`src/rtl/hazard_scoreboard.sv`:
```
// hazard_scoreboard: E/M/W destination tracking with D-stage stall and forwarding selects
module hazard_scoreboard #(
  parameter int REG_AW = 5,
  parameter int TW = 2
) (
  input  logic              clk,
  input  logic              reset_n,
  input  logic [REG_AW-1:0] rs_d,
  input  logic [REG_AW-1:0] rt_d,
  input  logic [TW-1:0]     tuse_rs_d,
  input  logic [TW-1:0]     tuse_rt_d,
  input  logic              regwrite_d,
  input  logic [REG_AW-1:0] a3_d,
  input  logic [TW-1:0]     tnew_d,
  output logic              stall,
  output logic [1:0]        fwd_rs_d,
  output logic [1:0]        fwd_rt_d,
  output logic [1:0]        fwd_rs_e,
  output logic [1:0]        fwd_rt_e,
  output logic              fwd_rt_m
);
  logic              r_wr_e, r_wr_m, r_wr_w;
  logic [REG_AW-1:0] r_a3_e, r_a3_m, r_a3_w, r_rs_e, r_rt_e, r_rt_m;
  logic [TW-1:0]     r_tnew_e, r_tnew_m, r_tnew_w;
  function automatic logic [TW-1:0] dec(input logic [TW-1:0] t);
    return (t == '0) ? '0 : t - 1'b1;
  endfunction
  function automatic logic hit(input logic wr, input logic [REG_AW-1:0] a3, input logic [REG_AW-1:0] r);
    return wr && (a3 == r) && (r != '0);
  endfunction
  function automatic logic need_stall(
    input logic [REG_AW-1:0] r, input logic [TW-1:0] tuse,
    input logic we, input logic [REG_AW-1:0] ae, input logic [TW-1:0] te,
    input logic wm, input logic [REG_AW-1:0] am, input logic [TW-1:0] tm);
    return (tuse != '1) && ((hit(we, ae, r) && te > tuse) || (hit(wm, am, r) && tm > tuse));
  endfunction
  // Stall on any not-yet-ready producer; forward from the youngest stage whose result is ready
  always_comb begin
    stall    = need_stall(rs_d, tuse_rs_d, r_wr_e, r_a3_e, r_tnew_e, r_wr_m, r_a3_m, r_tnew_m) ||
               need_stall(rt_d, tuse_rt_d, r_wr_e, r_a3_e, r_tnew_e, r_wr_m, r_a3_m, r_tnew_m);
    fwd_rs_d = (hit(r_wr_e, r_a3_e, rs_d) && r_tnew_e == '0) ? 2'd1 :
               (hit(r_wr_m, r_a3_m, rs_d) && r_tnew_m == '0) ? 2'd2 :
               hit(r_wr_w, r_a3_w, rs_d) ? 2'd3 : 2'd0;
    fwd_rt_d = (hit(r_wr_e, r_a3_e, rt_d) && r_tnew_e == '0) ? 2'd1 :
               (hit(r_wr_m, r_a3_m, rt_d) && r_tnew_m == '0) ? 2'd2 :
               hit(r_wr_w, r_a3_w, rt_d) ? 2'd3 : 2'd0;
    fwd_rs_e = (hit(r_wr_m, r_a3_m, r_rs_e) && r_tnew_m == '0) ? 2'd2 :
               hit(r_wr_w, r_a3_w, r_rs_e) ? 2'd3 : 2'd0;
    fwd_rt_e = (hit(r_wr_m, r_a3_m, r_rt_e) && r_tnew_m == '0) ? 2'd2 :
               hit(r_wr_w, r_a3_w, r_rt_e) ? 2'd3 : 2'd0;
    fwd_rt_m = hit(r_wr_w, r_a3_w, r_rt_m);
  end
  // Advance the in-flight instructions; a stall or reset drops a bubble into E
  always_ff @(posedge clk) begin
    if (!reset_n) begin
      {r_wr_e, r_a3_e, r_tnew_e, r_rs_e, r_rt_e} <= '0;
      {r_wr_m, r_a3_m, r_tnew_m, r_rt_m}         <= '0;
      {r_wr_w, r_a3_w, r_tnew_w}                 <= '0;
    end else begin
      if (stall) {r_wr_e, r_a3_e, r_tnew_e, r_rs_e, r_rt_e} <= '0;
      else {r_wr_e, r_a3_e, r_tnew_e, r_rs_e, r_rt_e} <= {regwrite_d && (a3_d != '0), a3_d, dec(tnew_d), rs_d, rt_d};
      {r_wr_m, r_a3_m, r_tnew_m, r_rt_m} <= {r_wr_e, r_a3_e, dec(r_tnew_e), r_rt_e};
      {r_wr_w, r_a3_w, r_tnew_w}         <= {r_wr_m, r_a3_m, dec(r_tnew_m)};
    end
  end
endmodule

```
`config.mk`:
```
export PLATFORM = sky130hd
export DESIGN_NAME = hazard_scoreboard
export DESIGN_NICKNAME = d
export VERILOG_FILES = /design/src/rtl/hazard_scoreboard.sv
export SDC_FILE = /design/constraint.sdc
export NUM_CORES = 1
export LEC_CHECK = 0
export BUFFER_PORTS_ARGS = -buffer_cell sky130_fd_sc_hd__buf_2
export CORE_ASPECT_RATIO = 1.4
export CORE_MARGIN = 5
export CORE_UTILIZATION = 50
export CTS_BUF_LIST = sky130_fd_sc_hd__clkbuf_4 sky130_fd_sc_hd__clkbuf_8
export CTS_CLUSTER_SIZE = 30
export DETAILED_ROUTE_END_ITERATION = 16
export GPL_TIMING_DRIVEN = 0
export PLACE_DENSITY = 0.71
export SYNTH_ARGS = -nofsm -noshare
export SYNTH_HDL_FRONTEND = slang
export SYNTH_SLANG_ARGS = --single-unit
export TNS_END_PERCENT = 1
```
`constraint.sdc`:
```
create_clock -name clk -period 4.19 [get_ports clk]
set_input_delay 0.2095 -clock clk [delete_from_list [all_inputs] [get_ports clk]]
set_output_delay 0.2095 -clock clk [all_outputs]
set_load 0.01 [all_outputs]
```
==> results.cfg <==
[sta]
finalSetupViolCount = 0
min_period_over_period_pct = 60.0
drv_slew = 0
max-slew-margin-rel_pct = 51.0
hold_ws_ps = 154
hold_violations = 0
skew_ps = 6.72
finalSetupTns_ps = 0
period_needed_ps = 2510
rsz0062_at_grt = false
worst_pin_slew_ps = 734
max_freq_mhz = 398
finalWorstSetupSlack_ps = 1680

[logic_synthesis]
synth.most_common_cell = dfxtp_1
mappedNetlistNets = 295
ys_warn_count = 0
ys_top_cells_by_area = dfxtp_1 32%, xnor2_1 11%, xor2_1 8.3%
syn_inst = 261
yosys_register_bits = 37
synth_edf_count = 0
ys_seq_area_share_pct = 32.1
syn_avg_cell_area_sq_um = 8.85
synth_top_cells_by_count = 37 x dfxtp_1, 28 x xnor2_1, 25 x nand2_1
synth_top_area_share_pct = 32.1
yosysUniqueCellTypes = 42
postSynth.asyncResetShare_pct = 0
yosysTopAreaCell = dfxtp_1
synthFlopType = dfxtp_1
netlist_area_sq_um = 2310

[clocking]
path_clk_slew_ps = 70
post_cts_resized = 0
ctsHoldBuffers = 0
clock_latency_ps = 290
htreeDepth = 2
post_cts_buffers = 0
root_buffer = clkbuf_8
cts_tree = done
cts.sinks = 37
cts_buffer_depth = 2
numCtsBuffers = 5

[pwr]
power.leakage_nw = 1.19
cellPowerDensity_nw_per_um2 = 318
power.total_uw = 839
peakVddDrop_v = 0.000179

[routing]
drc_errors = 0
firstDrtPassIters = 5
route.antenna.remaining_nets = 0
routed_wirelength_um = 5090
avgRoutedWirePerCell_um = 14.2
first_iter_violations = 109
vias = 1836
vias_per_cell = 5.14

[place]
dp.cells = 349
dp_hpwl_um = 3930
numPortBuffers = 26
place.gp.congestion = 0.868
dpl-instance-area_sq_um = 2520
pre_cts_ws_ps = 2010

[final_layout]
drive_above_1_share_pct = 23.1
utilization_pct = 58.6
nets = 328
antenna_cells = 0
area_growth_syn_to_layout_pct = 14.2
fillers = 425
fin_cells = 357
fin_area_sq_um = 2640

[die]
start_util_pct = 51.4
die-area_sq_um = 6100
ios = 34
die_h_um = 90.4
rows = 29
core_sq_um = 4500
die_w_um = 67.5

[worst_hold_path]
min-delay-start = a3_d[2]
hp-class = primary input to flip-flop
hold_path_end = r_a3_e[2]
worstHoldPathCells = 3

[setup_path]
worst_path_dominant_cell_family = simple AND/OR/NAND/NOR gates
worst_path_largest_cell_delay_ps = 490
r2r-start = r_a3_m[0]
worst-r2r-cell-count = 7
worstPathArrival_ps = 2300
r2r_end = r_tnew_e[0]
end_kind = output pin
path_class = flip-flop to output pin
crit_start = r_a3_m[0]
slowest_stage = or4b_1
cp_data_required_time_ps = 3980
crit_fanout = 5
start_kind = flip-flop
cp_cell_sequence = clkbuf_1 > xnor2_1 > nand4_1 > a21o_2 > or4b_1 > a21o_1 > buf_2
crit_buf_inv = 2
r2r_setup_slack_ps = 2040

[global_routing]
grt_util_all_layers_pct = 18.1
gr-total-overflow = 0
grt_max_degree = 12
grt_pass1_vias = 1825
grt_first_pass_wirelength_um = 8380
antenna_found_initial = 0

[run_status]
status = completed

[run]
drv_cap = 0
-- registers in the layout, summed over array words and instances (netlist names) --
register / cells
r_a3_e: 5
r_wr_w: 1
r_tnew_m: 2
r_a3_w: 5
r_rs_e: 5
r_rt_m: 5
r_wr_e: 1
r_rt_e: 5
r_a3_m: 5
r_tnew_e: 2
r_wr_m: 1
-- worst max-delay path by stage --
| stage | slack, ps | cells after the start | to |
|---|---|---|---|
| floorplan | 2300 | 6 | fwd_rs_d[1] |
| global placement | 2030 | 7 | fwd_rs_d[1] |
| detailed placement | 2010 | 7 | fwd_rs_d[1] |
| CTS | 1690 | 7 | fwd_rs_d[1] |
| global route | 1520 | 6 | fwd_rt_d[1] |
| finish | 1680 | 7 | fwd_rs_d[0] |
-- power by group --
part           switching, mW  leakage (nW)  internal (mW)
combinational         0.0684         0.827         0.0612
sequential            0.0144         0.306          0.368
clock                  0.126        0.0619          0.201
-- logic make-up (layout without fill, tap and decap cells) --
kind of cell,after synthesis,in the layout,share of synthesized area (%)
buffers and inverters,32,66,7.15
and+or+nand+nor,116,116,31.6
xor gates and xnor gates,50,50,18.9
adders and majority gates,10,10,5.41
AOI/OAI and AO/OA,16,16,4.87
DFF,37,37,32.1
-- cells in the final DEF, fill, tap and decap left out, drive strengths merged --
cell     Yosys  layout
nor4        11      11
nor2b        3       3
ha          10      10
bufinv       0       1
o21ai        3       3
a21boi       1       1
nand2       25      25
xor2        22      22
a2111oi      1       1
clkbuf      15      22
nor3        20      20
and2        17      17
nand3        4       4
or3          2       2
nand2b       4       4
a21o         2       2
dfxtp       37      37
or2          5       5
a222oi       2       2
or4          5       5
a21oi        3       3
nor2         7       7
a22oi        2       2
and3         2       2
xnor2       28      28
or4b         1       1
nor3b        1       1
inv         10      10
nand4        9       9
buf          7      33
o211ai       2       2
-- worst register-to-register path: cells and delay by family, from the launching register on --
kind,cells,cell delay (ps)
buffers and inverters,2,690
AND/OR/NAND/NOR,3,630
flip-flops,1,310
AO/OA/AOI/OAI,1,240
XOR/XNOR,1,170
-- layout make-up --
type | count | area [sq um] | share of cell area [%]
inverters | 10 | 37.5 | 1.42
multi-input cells | 192 | 1410 | 53.2
clock buffers | 7 | 90.1 | 3.41
plain buffers | 22 | 128 | 4.84
flip-flops and latches | 37 | 741 | 28.1
repair buffers | 26 | 130 | 4.93
well taps | 62 | 77.6 | 2.94
clock inverters | 1 | 30.0 | 1.14
-- routing by layer --
metal | routed length [um] | up-vias | global-route usage, %
met4 | 119 | 0 | 8.29
met2 | 2580 | 42 | 30.9
li1 | - | 943 | -
met1 | 2180 | 843 | 21.6
met5 | 0 | - | 0
met3 | 212 | 8 | 2.74
Note: power is estimated with default switching activity, not from simulation.
